[config.mk]
export PLATFORM = sky130hd
export DESIGN_NAME = bcd_scan_display
export DESIGN_NICKNAME = d
export VERILOG_FILES = /design/src/rtl/bcd_scan_display.sv
export SDC_FILE = /design/constraint.sdc
export NUM_CORES = 1
export LEC_CHECK = 0
export ABC_CLOCK_PERIOD_IN_PS = 3000
export BUFFER_PORTS_ARGS = -buffer_cell sky130_fd_sc_hd__buf_2
export CAP_MARGIN = 20
export CORE_MARGIN = 2
export CORE_UTILIZATION = 60
export CTS_CLUSTER_DIAMETER = 100
export DETAILED_ROUTE_END_ITERATION = 6
export GPL_ROUTABILITY_DRIVEN = 1
export PLACE_DENSITY = 0.9
export SLEW_MARGIN = 20
export SYNTH_ARGS = -nofsm -noshare
export SYNTH_HDL_FRONTEND = slang
export SYNTH_SLANG_ARGS = --single-unit
export TNS_END_PERCENT = 100
[constraint.sdc]
create_clock -name clk -period 3 [get_ports clk]
set_input_delay 0.15 -clock clk [delete_from_list [all_inputs] [get_ports clk]]
set_output_delay 0.15 -clock clk [all_outputs]
set_load 0.01 [all_outputs]
[src/rtl/bcd_scan_display.sv]
// Scans a 4-digit packed BCD value onto a shared 7-segment bus with a one-hot digit select.
// Define BCD_SCAN_LZB_EN to blank leading zeros (digit 0 is never blanked).
module bcd_scan_display #(
  parameter int SCAN_DIV = 4
) (
  input  logic        clk,
  input  logic        reset,
  input  logic [15:0] q,
  output logic [3:0]  dig_sel,
  output logic [6:0]  seg,
  output logic        frame_done
);

  localparam logic [15:0] DIV_MAX = 16'(SCAN_DIV - 1);

  logic [15:0] div;
  logic [1:0]  idx;
  logic [15:0] snap;
  logic        primed;

  logic        div_wrap;
  logic        frame_wrap;
  logic        blank;
  logic [3:0]  nibble;
  logic [6:0]  seg_next;
  logic [3:0]  dig_sel_next;

  function automatic logic [6:0] decode(input logic [3:0] d);
    logic [6:0] s;
    unique case (d)
      4'd0:    s = 7'h3F;
      4'd1:    s = 7'h06;
      4'd2:    s = 7'h5B;
      4'd3:    s = 7'h4F;
      4'd4:    s = 7'h66;
      4'd5:    s = 7'h6D;
      4'd6:    s = 7'h7D;
      4'd7:    s = 7'h07;
      4'd8:    s = 7'h7F;
      4'd9:    s = 7'h6F;
      default: s = 7'h79;  // "E" for any non-BCD nibble
    endcase
    return s;
  endfunction

  assign div_wrap   = (div == DIV_MAX);
  assign frame_wrap = div_wrap && (idx == 2'd3);
  assign nibble     = snap[4*idx +: 4];

`ifdef BCD_SCAN_LZB_EN
  // A digit is blank only when it and every more-significant nibble are zero.
  always_comb begin
    blank = 1'b0;
    unique case (idx)
      2'd1:    blank = (snap[15:4]  == 12'h000);
      2'd2:    blank = (snap[15:8]  == 8'h00);
      2'd3:    blank = (snap[15:12] == 4'h0);
      default: blank = 1'b0;
    endcase
  end
`else
  assign blank = 1'b0;
`endif

  // NOTE: every signal written in always_comb gets a default first so no latch is inferred.
  always_comb begin
    seg_next     = 7'h00;
    dig_sel_next = 4'b0001 << idx;
    if (!blank) seg_next = decode(nibble);
  end

  // NOTE: sequential state uses non-blocking assignments so all registers see pre-edge values.
  always_ff @(posedge clk or posedge reset) begin
    if (reset) begin
      div        <= '0;
      idx        <= '0;
      snap       <= '0;
      primed     <= 1'b0;
      dig_sel    <= '0;
      seg        <= '0;
      frame_done <= 1'b0;
    end else begin
      div        <= div_wrap ? '0 : div + 16'd1;
      if (div_wrap) idx <= idx + 2'd1;
      // Snapshot on the first edge out of reset and at every frame wrap only.
      if (!primed || frame_wrap) snap <= q;
      primed     <= 1'b1;
      frame_done <= frame_wrap;
      dig_sel    <= dig_sel_next;
      seg        <= seg_next;
    end
  end

endmodule

==> results.json, run 1 <==
{
  "stdcell_area_mm2": 0.00238,
  "stdcell_count": 240,
  "tns_ns": 0,
  "wl_um": 3720,
  "syn_area_per_cell_um2": 13.6,
  "fp.dieArea_mm2": 0.00404,
  "power.density_mw_per_mm2": 444,
  "synthArstFlopShare_pct": 100,
  "maxCapViolations": 0,
  "rr_worst_depth": 5,
  "synth_mux_area_share_pct": 14.4,
  "grt_antenna_before_repair": 0,
  "cts_inserted_buffers": 5,
  "worst_r2r_startpoint": "idx[0]$_DFFE_PP0N_",
  "grt_first_pass_wirelength_um": 6480,
  "postCtsResizedCells": 0,
  "n_antenna_cell": 0,
  "worstPathArrival_ns": 2.33,
  "ys_ff_latch": 47,
  "fmax_mhz": 485,
  "grt_usage_pct": 21.1,
  "worstPathMaxFanout": 7,
  "viasPerCell": 5.52,
  "wl_per_cell_um": 15.5,
  "portBuffers": 29,
  "crit_type": "register to register",
  "post_cts_buffers": 0,
  "regToRegSetupSlack_ns": 0.94,
  "num-fill-cells": 244,
  "min_period_ns": 2.06,
  "ir_drop_v": 0.000350,
  "finalHoldViolCount": 0,
  "synthSimpleGateAreaFrac_pct": 11.2,
  "endpoint_kind": "register",
  "synth_compound_area_share_pct": 3.52,
  "fp-row-count": 21,
  "drt_iter0_drc": 52,
  "worstSetupStartpointType": "register",
  "place_inst": 230,
  "synth_ff_type": "dfrtp_1",
  "dp_hpwl_um": 2800,
  "finalCritPeriodShare_pct": 68.8,
  "dr.pass1.iters": 4,
  "drive_gt1_share_pct": 30.9,
  "synth_top_family_by_area": "multiplexers",
  "dpl_cell_area_mm2": 0.00231,
  "synth_xor_area_share_pct": 5.75,
  "reg2reg_to": "seg[3]$_DFF_PP0_",
  "synth-adder-area-share_pct": 6.46,
  "clock_tree.root_cell": "clkbuf_4",
  "synth.cell_area_mm2": 0.00213,
  "ctsHoldBuffers": 1,
  "p_leak_nw": 1.20,
  "cp-endpoint": "seg[3]$_DFF_PP0_",
  "drc_errors": 0,
  "cts_tree": "built",
  "rsz0062_at_grt": "false",
  "clk_path_buf_depth": 2,
  "core_area_mm2": 0.00336,
  "nNetsFinal": 222,
  "status": "finished, final reports clean",
  "synth.distinct_cells": 33,
  "top_level_ports": 30,
  "ys_seq_area_share_pct": 55.2,
  "clk_pin_slew_ns": 0.14,
  "floorplan.initialDensity_pct": 63.4,
  "clock_latency_ns": 0.37,
  "syn_inst": 157,
  "grt_max_degree": 35,
  "synth_edf_count": 0,
  "slew_violations": 0,
  "gp_congestion": 0.757,
  "hp-class": "input port to register",
  "ant_nets": 0,
  "fp.dieH_um": 63.6,
  "worst_clock_skew_ns": 0.0271,
  "die-width_um": 63.6,
  "vias": 1325,
  "grt.overflow.total": 0,
  "cts_num_sinks": 47,
  "ys_warn_count": 0,
  "worst_ep_required_time_ns": 3.26,
  "grt_pass1_vias": 1431,
  "syn_to_final_growth_pct": 11.7,
  "startpoint": "idx[0]$_DFFE_PP0N_",
  "syn_nets": 186,
  "holdPathStages": 2,
  "setup_viol": 0,
  "htreeDepth": 2
}
## power by group
group	total, mW	internal [mW]	switching [mW]
clock	0.279	0.0916	0.187
combinational	0.110	0.0564	0.0534
sequential	0.669	0.658	0.0113
total	1.06	0.806	0.252
## layout by cell type (no fill, tap or decap), types with 4 or more instances in the layout
cell and count:
dfrtp_1 47, buf_2 29, ha_1 11, mux2_4 10, and3_1 9, xnor2_1 9, inv_1 7, nand2_1 7
nand3_1 7, mux2_2 6, xor2_1 5, clkbuf_4 5, mux4_2 4
## cell type report
type | count | area, um2 | share of cell area (%)
clock inverter | 1 | 5.00 | 0.210
inverter | 8 | 30.0 | 1.26
timing repair buffer | 33 | 180 | 7.57
multi-input combinational | 98 | 886 | 37.2
sequential | 47 | 1180 | 49.4
tap | 46 | 57.6 | 2.42
clock buffer | 7 | 45.0 | 1.89
## sequential cells by signal (all words and copies together) (netlist names)
name	count
primed	1
div	16
dig_sel	4
frame_done	1
seg	7
idx	2
snap	16
## how the worst min path moves through the flow
| stage | startpoint | endpoint | slack (ns) |
|---|---|---|---|
| global route | q[0] | snap[0]$_DFFE_PP0P_ | 0.003 |
| finish | q[12] | snap[12]$_DFFE_PP0P_ | 0.02 |
| floorplan | q[0] | snap[0]$_DFFE_PP0P_ | 0.30 |
| detailed placement | reset | div[5]$_DFF_PP0_ | 0.13 |
| CTS | q[3] | snap[3]$_DFFE_PP0P_ | 0.002 |
| global placement | reset | div[3]$_DFF_PP0_ | 0.11 |
## worst max-delay path, stage by stage, from the launching register on
cell	delay, ns
dfrtp_1	0.57
mux4_2	0.62
inv_1	0.17
ha_1	0.27
nand2b_1	0.15
a21o_1	0.18
## per-layer routing
metal | wire length, um | vias to the layer above | GRT usage (%)
met5 | 0 | - | 0
met4 | 78 | 0 | 8.15
met3 | 177 | 12 | 4.29
met2 | 1860 | 41 | 36.7
met1 | 1610 | 655 | 25.9
li1 | - | 617 | -
## cells in the mapped netlist (all sizes together), types with 3 or more instances
| cell | number | area share [%] |
|---|---|---|
| a21o | 3 | 1.1 |
| and3 | 9 | 2.6 |
| dfrtp | 47 | 55 |
| ha | 11 | 6.5 |
| inv | 8 | 1.4 |
| mux2 | 16 | 10 |
| mux4 | 4 | 4.2 |
| nand2 | 7 | 1.2 |
| nand3 | 7 | 1.6 |
| nor2 | 3 | 0.53 |
| o21ai | 3 | 0.70 |
| xnor2 | 9 | 3.7 |
| xor2 | 5 | 2.1 |
## cells by family after synthesis
group,after synthesis
adders and majority gates,11
muxes,20
xor gates and xnor gates,14
other,1
and+or+nand+nor,41
DFF,47
buffers and inverters,12
AOI/OAI and AO/OA,11
## stage by stage
step | total power, mW | util [%] | setup slack (ns) | hold WS, ns
floorplan | 0.756 | - | 0.998 | 0.298
finish | 1.06 | 70.8 | 0.937 | 0.0161
detailed placement | 0.790 | 68.7 | 0.967 | 0.129
global route | 1.10 | 70.8 | 0.836 | 0.00294
CTS | 1.06 | 70.5 | 0.938 | 0.00187
global placement | 0.779 | 68.7 | 1.05 | 0.112
No activity file was read; power rests on OpenSTA's default activity.
==> inputs of run 2 (changes only) <==
--- a/config.mk
+++ b/config.mk
@@ -5,15 +5,15 @@
 export SDC_FILE = /design/constraint.sdc
 export NUM_CORES = 1
 export LEC_CHECK = 0
-export ABC_CLOCK_PERIOD_IN_PS = 3000
+export ABC_CLOCK_PERIOD_IN_PS = 1900
 export BUFFER_PORTS_ARGS = -buffer_cell sky130_fd_sc_hd__buf_2
 export CAP_MARGIN = 20
 export CORE_MARGIN = 2
-export CORE_UTILIZATION = 60
+export CORE_UTILIZATION = 56
 export CTS_CLUSTER_DIAMETER = 100
 export DETAILED_ROUTE_END_ITERATION = 6
 export GPL_ROUTABILITY_DRIVEN = 1
-export PLACE_DENSITY = 0.9
+export PLACE_DENSITY = 0.85
 export SLEW_MARGIN = 20
 export SYNTH_ARGS = -nofsm -noshare
 export SYNTH_HDL_FRONTEND = slang
==> constraint.sdc (replaced) <==
create_clock -name clk -period 1.9 [get_ports clk]
set_input_delay 0.095 -clock clk [delete_from_list [all_inputs] [get_ports clk]]
set_output_delay 0.095 -clock clk [all_outputs]
set_load 0.01 [all_outputs]
==> run 2 against run 1 <==
The run now ends with negative setup slack left. Final cell count rose by 6.3%. Non-clock buffer count rose by 13. Worst hold slack improved by 0.0063 ns. Worst setup slack got worse by 0.98 ns. Critical endpoint is now snap[5]$_DFFE_PP0P_. Largest cell class unchanged.
==> results.json, run 2 (synthesis results as in run 1) <==
{
  "worstPathArrival_ns": 2.13,
  "drive_gt1_share_pct": 37.2,
  "fp.dieH_um": 65.7,
  "cts_num_sinks": 47,
  "n_antenna_cell": 0,
  "total_power_mw": 2.11,
  "wl_um": 4290,
  "hp-class": "input port to register",
  "fp-row-count": 22,
  "min_period_ns": 1.94,
  "status": "finished, violations left",
  "top_level_ports": 30,
  "layout_commonest_cell": "dfrtp_1",
  "clk_path_buf_depth": 2,
  "reg.largest.list": "div: 16 flops, snap: 16 flops, seg: 7 flops",
  "dp_hpwl_um": 2900,
  "gp_congestion": 0.875,
  "stdcell_area_mm2": 0.00261,
  "slew_violations": 0,
  "crit_chain": "or4_4, nor2b_4, a41o_1, buf_6, mux2_4",
  "finalHoldViolCount": 0,
  "finalCritPeriodShare_pct": 102,
  "clock_tree.root_cell": "clkbuf_8",
  "cpMaxStageDelayCell": "or4_4",
  "power.density_mw_per_mm2": 809,
  "grt_first_pass_wirelength_um": 7110,
  "worst_ep_required_time_ns": 2.08,
  "grt.overflow.total": 0,
  "setup_slack_ns": -0.0441,
  "maxCapViolations": 0,
  "dr.pass1.iters": 4,
  "dpl_cell_area_mm2": 0.00241,
  "portBuffers": 29,
  "cts_tree": "built",
  "core_area_mm2": 0.00366,
  "ant_nets": 0,
  "grt_pass1_vias": 1453,
  "slowest_delay_ns": 0.56,
  "final_cell_mix": "47 x dfrtp_1, 29 x buf_2, 16 x mux2_4",
  "rsz0062_at_grt": "true",
  "cts_inserted_buffers": 5,
  "fp.dieArea_mm2": 0.00431,
  "ir_drop_v": 0.000700,
  "clk_pin_slew_ns": 0.09,
  "num-fill-cells": 219,
  "cp.buffers_inverters": 1,
  "endpoint_kind": "register",
  "die-width_um": 65.7,
  "viasPerCell": 5.45,
  "htreeDepth": 2,
  "grt_usage_pct": 22.6,
  "tightest_slew_ns": 0.786,
  "fmax_mhz": 514,
  "floorplan.initialDensity_pct": 58.2,
  "setup_viol": 16,
  "grt_max_degree": 25,
  "crit_type": "register to register",
  "drt_iter0_drc": 69,
  "cp_top_family": "simple AND/OR/NAND/NOR gates",
  "relSlewSlack_pct": 47.3,
  "wl_per_cell_um": 16.8,
  "syn_to_final_growth_pct": 22.3,
  "clock_latency_ns": 0.30,
  "worst_clock_skew_ns": 0.0101,
  "vias": 1390,
  "nNetsFinal": 235,
  "grt_antenna_before_repair": 0,
  "violations": "negative setup slack",
  "finish.utilization_pct": 71.2,
  "drc_errors": 0,
  "p_leak_nw": 1.35,
  "worstSetupStartpointType": "register",
  "worstPathMaxFanout": 8
}
==> run 2: changes by cell type in the layout (fill, tap and decap cells not counted), sizes merged <==
| cell | delta |
|---|---|
| clkinvlp | +1 |
| buf | +14 |
| clkbuf | -2 |
| bufinv | +2 |
| clkinv | -1 |
| dlygate4sd3 | -1 |
==> run 2: per-stage QoR <==
step	setup TNS, ns	instances	setup WS (ns)	hold slack, ns
CTS	-0.526	255	-0.0484	0.0209
floorplan	0	157	0.0101	0.243
global route	-1.07	255	-0.0769	0.0158
finish	-0.433	255	-0.0441	0.0224
global placement	0	243	0.0439	0.158
detailed placement	-0.141	243	-0.0272	0.174
==> run 2: path summary, 6_finish.rpt <==
check	startpoint	end	slack, ns	depth (start not counted)
max	div[10]$_DFF_PP0_	snap[5]$_DFFE_PP0P_	-0.04	5
min	q[15]	snap[15]$_DFFE_PP0P_	0.02	2
max reg2reg	div[10]$_DFF_PP0_	snap[5]$_DFFE_PP0P_	-0.04	5
min reg2reg	div[11]$_DFF_PP0_	div[11]$_DFF_PP0_	0.51	1
max in group asynchronous	reset	div[8]$_DFF_PP0_	0.91	4
min in group asynchronous	reset	dig_sel[2]$_DFF_PP0_	0.38	3
==> run 2: layout make-up <==
type | instances | area (um2) | area share (%)
clock buffers | 5 | 68.8 | 2.64
clock inverters | 3 | 67.6 | 2.59
inverters | 8 | 30.0 | 1.15
multi-input cells | 98 | 920 | 35.3
flip-flops and latches | 47 | 1180 | 45.1
well taps | 48 | 60.1 | 2.31
repair buffers | 46 | 283 | 10.9
==> run 2: repair_timing <==
item	4_1_cts	5_1_grt
pin swaps	2	1
hold endpoints to repair	22	0
gates resized for setup	2	9
setup buffers	2	2
endpoints found under the setup margin	16	16
hold buffers	1	0
gates cloned	1	0
==> run 2: worst reg2reg max path, cell delays in order, from the launching register on <==
cell	delay (ns)
dfrtp_1	0.39
or4_4	0.56
nor2b_4	0.14
a41o_1	0.23
buf_6	0.19
mux2_4	0.32
==> run 2: layer usage <==
metal | wire length [um] | share of wire [%] | vias up | global-route usage (%)
met5 | 0 | 0 | - | 0
met1 | 1740 | 41 | 676 | 27.9
met3 | 236 | 5.5 | 14 | 4.97
met2 | 2140 | 50 | 59 | 36.7
met4 | 169 | 3.9 | 0 | 12.5
li1 | - | - | 641 | -
==> run 2: report_power, final <==
group	switching (mW)	internal, mW	leakage, nW
clock	0.331	0.524	0.0644
sequential	0.0205	1.04	0.584
combinational	0.0906	0.105	0.698
